[src/rtl/ksa_add_scheduler.sv]
//============================================================================
// Module  : ksa_add_scheduler
// Brief   : Round-robin time-sharing of one gate-level Kogge-Stone adder.
//           Optional capture-time self-check under `KSA_SCHED_CHECK_EN`.
// Revision: 1.0 - initial release
//============================================================================
`default_nettype none

module ksa_add_scheduler #(
    parameter int WIDTH         = 16,
    parameter int NREQ          = 4,
    parameter int SETTLE_CYCLES = 3
) (
    input  logic                  clk,
    input  logic                  rst,
    input  logic [NREQ-1:0]       req,
    input  logic [NREQ*WIDTH-1:0] a_in,
    input  logic [NREQ*WIDTH-1:0] b_in,
    input  logic [NREQ-1:0]       cin_in,
    output logic [NREQ-1:0]       gnt,
    output logic [NREQ-1:0]       done,
    output logic [WIDTH-1:0]      sum_out,
    output logic                  cout_out,
    output logic                  busy,
    output logic [WIDTH-1:0]      add_a,
    output logic [WIDTH-1:0]      add_b,
    output logic                  add_cin,
    input  logic [WIDTH-1:0]      add_sum,
    input  logic                  add_cout,
    output logic                  err
);

    localparam int c_PTR_W = (NREQ > 1) ? $clog2(NREQ) : 1;
    localparam int c_CNT_W = $clog2(SETTLE_CYCLES + 1);

    typedef enum logic [0:0] {
        IDLE   = 1'b0,
        SETTLE = 1'b1
    } state_t;

    state_t               r_state;
    state_t               w_next_state;
    logic [c_PTR_W-1:0]   r_ptr;
    logic [c_PTR_W-1:0]   r_owner;
    logic [c_CNT_W-1:0]   r_cnt;
    logic [NREQ-1:0]      r_gnt;
    logic [NREQ-1:0]      r_done;
    logic [WIDTH-1:0]     r_sum;
    logic                 r_cout;
    logic [WIDTH-1:0]     r_add_a;
    logic [WIDTH-1:0]     r_add_b;
    logic                 r_add_cin;
    logic                 w_found;
    logic [c_PTR_W-1:0]   w_win;
    logic                 w_capture;

    // Scan from lowest to highest priority so the last hit (offset 0 = ptr) wins.
    always_comb begin
        w_found = 1'b0;
        w_win   = '0;
        for (int k = NREQ - 1; k >= 0; k--) begin
            int idx;
            idx = int'(r_ptr) + k;
            if (idx >= NREQ) idx = idx - NREQ;
            if (req[idx]) begin
                w_found = 1'b1;
                w_win   = c_PTR_W'(idx);
            end
        end
    end

    assign w_capture = (r_state == SETTLE) && (r_cnt == '0);

    always_comb begin
        w_next_state = r_state;
        case (r_state)
            IDLE:    if (w_found)   w_next_state = SETTLE;
            SETTLE:  if (w_capture) w_next_state = IDLE;
            default: w_next_state = IDLE;
        endcase
    end

    always_ff @(posedge clk) begin
        if (rst) r_state <= IDLE;
        else     r_state <= w_next_state;
    end

    always_ff @(posedge clk) begin
        if (rst) begin
            r_ptr     <= '0;
            r_owner   <= '0;
            r_cnt     <= '0;
            r_gnt     <= '0;
            r_done    <= '0;
            r_sum     <= '0;
            r_cout    <= 1'b0;
            r_add_a   <= '0;
            r_add_b   <= '0;
            r_add_cin <= 1'b0;
        end else begin
            r_gnt  <= '0;
            r_done <= '0;
            if (r_state == IDLE && w_found) begin
                r_add_a      <= a_in[w_win*WIDTH +: WIDTH];
                r_add_b      <= b_in[w_win*WIDTH +: WIDTH];
                r_add_cin    <= cin_in[w_win];
                r_gnt[w_win] <= 1'b1;
                r_owner      <= w_win;
                r_cnt        <= c_CNT_W'(SETTLE_CYCLES - 1);
            end else if (r_state == SETTLE) begin
                if (r_cnt != '0) begin
                    r_cnt <= r_cnt - c_CNT_W'(1);
                end else begin
                    r_sum           <= add_sum;
                    r_cout          <= add_cout;
                    r_done[r_owner] <= 1'b1;
                    r_ptr           <= (r_owner == c_PTR_W'(NREQ - 1)) ? '0
                                                                       : r_owner + c_PTR_W'(1);
                end
            end
        end
    end

`ifdef KSA_SCHED_CHECK_EN
    logic [WIDTH:0] w_ref;
    logic           r_err;

    assign w_ref = {1'b0, r_add_a} + {1'b0, r_add_b} + {{WIDTH{1'b0}}, r_add_cin};

    // Sticky: once the gate-level adder disagrees, only reset clears it.
    always_ff @(posedge clk) begin
        if (rst)                                            r_err <= 1'b0;
        else if (w_capture && ({add_cout, add_sum} != w_ref)) r_err <= 1'b1;
    end

    assign err = r_err;
`else
    assign err = 1'b0;
`endif

    assign gnt      = r_gnt;
    assign done     = r_done;
    assign sum_out  = r_sum;
    assign cout_out = r_cout;
    assign busy     = (r_state == SETTLE);
    assign add_a    = r_add_a;
    assign add_b    = r_add_b;
    assign add_cin  = r_add_cin;

endmodule

`default_nettype wire

[config.mk]
export PLATFORM = sky130hd
export DESIGN_NAME = ksa_add_scheduler
export DESIGN_NICKNAME = d
export VERILOG_FILES = /design/src/rtl/ksa_add_scheduler.sv
export SDC_FILE = /design/constraint.sdc
export NUM_CORES = 1
export LEC_CHECK = 0
export ABC_AREA = 0
export ABC_CLOCK_PERIOD_IN_PS = 2450
export CORE_MARGIN = 2
export CORE_UTILIZATION = 39
export DETAILED_ROUTE_END_ITERATION = 7
export GPL_TIMING_DRIVEN = 0
export PLACE_DENSITY = 0.86
export RECOVER_POWER = 100
export SLEW_MARGIN = 10
export SYNTH_ARGS = -nofsm -noshare
export SYNTH_HDL_FRONTEND = slang
export SYNTH_SLANG_ARGS = --single-unit
[constraint.sdc]
create_clock -name clk -period 2.45 [get_ports clk]
set_input_delay 0.49 -clock clk [delete_from_list [all_inputs] [get_ports clk]]
set_output_delay 0.49 -clock clk [all_outputs]
set_load 0.005 [all_outputs]
Yosys cells after proc, flatten, opt, wreduce, memory -nomap -nowiden
Index checks and enable logic that the tools add are counted.
W data, S select, Z words.
{"block": "op_classes", "addsub": 9, "order_cmp": 12, "eq_ne": 1, "shifts": 2, "n_mux": 37, "n_bitwise": 3, "n_reduce_logical": 14}
{"op": "$lt A32 B4 Y1 const B", "count": 4}
{"op": "$mux W32", "count": 4}
{"op": "$shiftx A64 B7 Y16", "count": 2}
{"op": "$mux W1", "count": 17}
{"op": "$mux W2", "count": 8}
{"op": "$sub A3 B3 Y4 const B", "count": 3}
{"op": "$bmux W1 S2", "count": 5}
{"op": "$ge A3 B3 Y1 const B", "count": 3}
{"op": "$add A2 B2 Y3 const B", "count": 2}
{"op": "$lt A2 B3 Y1 const B", "count": 2}
{"op": "$reduce_bool A2 Y1", "count": 3}
{"op": "$demux W1 S2", "count": 2}
{"op": "$ge A2 B1 Y1 const B", "count": 2}
{"op": "$logic_and A1 B1 Y1", "count": 4}
{"op": "$reduce_and A2 Y1", "count": 2}
{"op": "$reduce_or A2 Y1", "count": 2}
{"op": "$reduce_or A4 Y1", "count": 1}
{"op": "$sub A2 B3 Y4 const B", "count": 1}
{"op": "$add A2 B1 Y3 const B", "count": 1}
{"op": "$ge A2 B3 Y1 const B", "count": 1}
{"op": "$not A1 Y1", "count": 3}
{"op": "$reduce_and A3 Y1", "count": 1}
{"op": "$add A2 B1 Y2 const B", "count": 1}
{"op": "$eq A2 B2 Y1 const B", "count": 1}
{"op": "3 further kinds", "count": 3}
{"block": "totals", "reg_bits": 65, "input_bits": 155, "output_inout_bits": 60}

Logic depth before layout (Yosys ltp)
{"block": "logic_depth", "ltp_word": 14, "depth_mapped": 7, "depth_no_buf": 5}

Worst setup path before layout
Ideal clock, no wire load.
{"block": "synth_timing", "path_kind": "input port to flip-flop", "start": "in req[1]", "end": "reg r_add_a[0] (netlist: add_a[0])", "setup_ns": 0.079, "arrival_ns": 1.670, "t_required_ns": 2.371, "path_slack_ns": 0.702, "path_stages": 6, "path_buffers": 1, "cell_sequence": "nor4_2 > nor2_1 > nor2_1 > clkbuf_1 > nand2_1 > o221ai_2"}
{"block": "synth_via", "elab_chain_cells": 8}
{"element": "start: declaration", "line": "16", "text": "input logic [NREQ-1:0] req,"}
{"element": "$bmux W1 S2", "line": "65", "text": "if (req[idx]) begin"}
{"element": "$mux W1 (implied by the code) (2 in a row)", "line": "65"}
{"element": "$mux W2 or $mux W1 (tied branches) (4 in a row)", "line": "65"}
{"element": "$shiftx A64 B7 Y16 or $logic_and A1 B1 Y1 (tied branches)", "line": "104, 103"}
{"element": "end signal: assignment", "line": "104", "text": "r_add_a <= a_in[w_win*WIDTH +: WIDTH];"}
{"element": "end: declaration", "line": "50", "text": "logic [WIDTH-1:0] r_add_a;"}
Parallel ways exist; a longest one is shown, timed or not. The select of a mux whose other input is x is not followed.
A chain may end at the register's enable or synchronous reset.

Worst setup path in the final report
{"block": "layout_timing", "start": "in req[0]", "end": "reg r_add_cin (netlist: add_cin)"}
{"block": "layout_via", "elab_chain_cells": 9}
{"element": "$bmux W1 S2", "line": "65"}
{"element": "$mux W1 (implied by the code) (2 in a row)", "line": "65"}
{"element": "$mux W2 (4 in a row)", "line": "65"}
{"element": "$bmux W1 S2", "line": "106", "text": "r_add_cin <= cin_in[w_win];"}
{"element": "$mux W1 (implied by the code)", "line": "106"}
{"element": "end signal: assignment", "line": "106"}
{"element": "end: declaration", "line": "52", "text": "logic r_add_cin;"}
Parallel ways exist; a longest one is shown, timed or not. The select of a mux whose other input is x is not followed.

==> results.toml <==
[placement]
dp_hpwl_um = 8900
numPortBuffers = 212
place_congestion = 0.811
pre_cts_ws_ns = -0.394

[timing]
setup_viol = 0
finClkSkew_ns = 0.0125
max_slew_margin_pct = 62.8
drv_slew = 0
rsz0062_at_grt = "false"
fmax_mhz = 431
hold_viol = 0
worst_slew_pin_slew_ns = 0.557
fin_crit_sh_pct = 94.7
setup_ws_ns = 0.130
whs_ns = 0.455
fin_crit_ns = 2.32

[layout]
ff_latch_area_um2 = 1300
area_growth_pct = 74.5
insertedDiodeCount = 0
filler_cell_count = 635
multi_input_area_um2 = 1720
drive_above_1_share_pct = 10.4
nets = 711

[yosys]
synthTopCellsByArea = "dfxtp_1 40%, mux2i_1 21%, o221ai_2 13%"
yosys_warnings = 0
syn_inst = 329
synth_cell_types = 25
ys_ff_latch = 65
avgSynthCellArea_um2 = 9.84
synth_common_cells = "71 x nand2_1, 67 x mux2i_1, 65 x dfxtp_1"
synth_edf_count = 0
netlist_area_um2 = 3240
synth_top_area_share_pct = 40.2
synth-main-ff-cell = "dfxtp_1"
synth_most_common_cell = "nand2_1"
yosys.area.top_type = "dfxtp_1"
syn_nets = 488
async_reset_ff_share_pct = 0
yosysSeqAreaShare_pct = 40.2

[grt]
antenna_found_initial = 0
grt_use_total_pct = 23.4
grt_max_degree = 12
grt_pass1_vias = 3363
grt_pass1_wl_um = 16200
grt-ovfl-total = 0

[critical_path]
crit_buf_inv = 3
crit_required_ns = 2.65
path_common_cell = "buf_2"
worst_ep_arrival_time_ns = 2.52
crit_path_max_fanout = 10
crit_family = "buffers and inverters"
cpPeakStageDelay_ns = 0.52
cpMaxStageDelayCell = "clkdlybuf4s50_1"
cp_cell_sequence = "clkdlybuf4s50_1 > a21oi_1 > o21ai_0 > o2bb2a_1 > buf_2 > buf_2 > mux2i_1 > o221ai_2"
cp-start-kind = "primary input"
timing.rr.start = "r_ptr[1]"
crit_path_end_kind = "flop"
timing.critical_path.from = "req[0]"
critPathKind = "in -> reg"

[floorplan]
io_pins = 215
die_w_um = 95.1
die_y_um = 95.1
row_count = 33
start_util_pct = 39.8
fp.dieArea_um2 = 9050
coreArea_um2 = 8130

[drt]
dr.pass1.iters = 5
drc_errors = 0
routed_wl_um = 11100
via_per_inst = 5.08
wire_per_inst_um = 16.8
detailroute.via_count = 3362
ant_nets = 0
drt_iter0_drc = 51

[power_and_ir_drop]
ir_drop_uv = 296
power_density_nw_per_um2 = 532
p_leak_nw = 2.24
fin_total_pwr_w = 0.00301

[cts]
clockBufferDepth = 2
path_clk_slew_ns = 0.07
numCtsBuffers = 9
cts_tree = "built"
worstSkewPairLatency_ns = 0.34
holdBufCountCts = 0
cts_sinks = 65
cts-root-buf = "clkbuf_8"
htreeDepth = 3

[worst_hold_path]
hold_class = "reg -> reg"
hold_start = "sum_out[12]"

[status]
status = "finished, final reports clean"

[flow_run]
max-cap-violations = 0
routing by layer:
layer	up-vias	routed length (um)	track usage, %
li1	1629	-	-
met1	1582	4290	26.8
met2	136	5720	41.4
met3	15	947	6.40
met4	0	182	8.70
met5	-	0	0
final timing paths:
path / end / depth (start not counted) / slack (ns)
setup reg to reg: add_b[4] / 6 / 0.39
setup / recovery: add_cin / 8 / 0.13
hold reg to reg: sum_out[12] / 2 / 0.45
hold / removal: sum_out[12] / 2 / 0.45
worst register-to-register path, delay by kind of cell (launching register included):
| kind | cells | cell delay [ns] |
|---|---|---|
| compound gates | 2 | 0.63 |
| buf+inv | 1 | 0.34 |
| flops | 1 | 0.45 |
| mux | 1 | 0.22 |
| simple gates | 2 | 0.36 |
registers in the layout, summed over array words and instances, names as in the netlist, 2 cells and up:
signal	cells
done	4
add_b	16
r_ptr	2
gnt	4
add_a	16
r_owner	2
sum_out	16
r_cnt	2
through the flow:
| stage | instance area (um2) | setup TNS [ns] | instances | util (%) |
|---|---|---|---|---|
| 6_report | 5650 | 0 | 662 | 69.5 |
| 4_1_cts | 5690 | 0 | 662 | 70.0 |
| 5_1_grt | 5650 | 0 | 662 | 69.5 |
| 2_1_floorplan | 3240 | 0 | 329 | - |
| 3_5_place_dp | 5490 | -11.84 | 646 | 67.5 |
| 3_3_place_gp | 5490 | -8.99 | 646 | 67.5 |
cell type report:
| cell class | count | area share, % |
|---|---|---|
| clock inverters | 4 | 0.930 |
| clock buffers | 12 | 2.57 |
| plain buffers | 25 | 2.70 |
| multi-input cells | 233 | 30.5 |
| inverters | 6 | 0.398 |
| well taps | 105 | 2.32 |
| flip-flops and latches | 65 | 23.0 |
| repair buffers | 212 | 37.5 |
repair_timing:
action                     CTS  global route
setup endpoints to repair   30            30
gates resized for setup      1             8
buffers inserted             0             0
power breakdown:
part / leakage, nW / switching [W] / total [W] / internal [W]
combinational: 1.62 / 0.000359 / 0.000882 / 0.000523
sequential: 0.534 / 0.0000535 / 0.00122 / 0.00116
clock: 0.0888 / 0.000411 / 0.000910 / 0.000499
cell usage in the layout (no fill, tap or decap), types with 2 or more instances in the layout:
master | Yosys | final
clkdlybuf4s50_1 | 0 | 153
nand2_1 | 71 | 71
mux2i_1 | 67 | 67
dfxtp_1 | 65 | 65
dlygate4sd3_1 | 0 | 59
a21oi_1 | 26 | 26
o221ai_2 | 28 | 21
nor2_1 | 13 | 12
o221ai_1 | 5 | 12
clkbuf_8 | 0 | 10
clkbuf_1 | 9 | 8
clkbuf_2 | 0 | 8
inv_1 | 6 | 6
buf_2 | 10 | 6
and2_0 | 0 | 4
ha_1 | 4 | 4
nand2b_1 | 3 | 3
o21ai_0 | 3 | 3
buf_8 | 3 | 3
clkinvlp_4 | 0 | 3
nor3_1 | 2 | 2
cell families after synthesis:
kind of cell / Yosys count / share of synthesized area, %
adders and majority gates: 4 / 1.55
muxes: 67 / 20.7
AOI/OAI and AO/OA: 64 / 19.4
buffers and inverters: 31 / 5.49
DFF: 65 / 40.2
and+or+nand+nor: 97 / 12.6
other: 1 / 0.116
No activity file was read; power rests on OpenSTA's default activity.
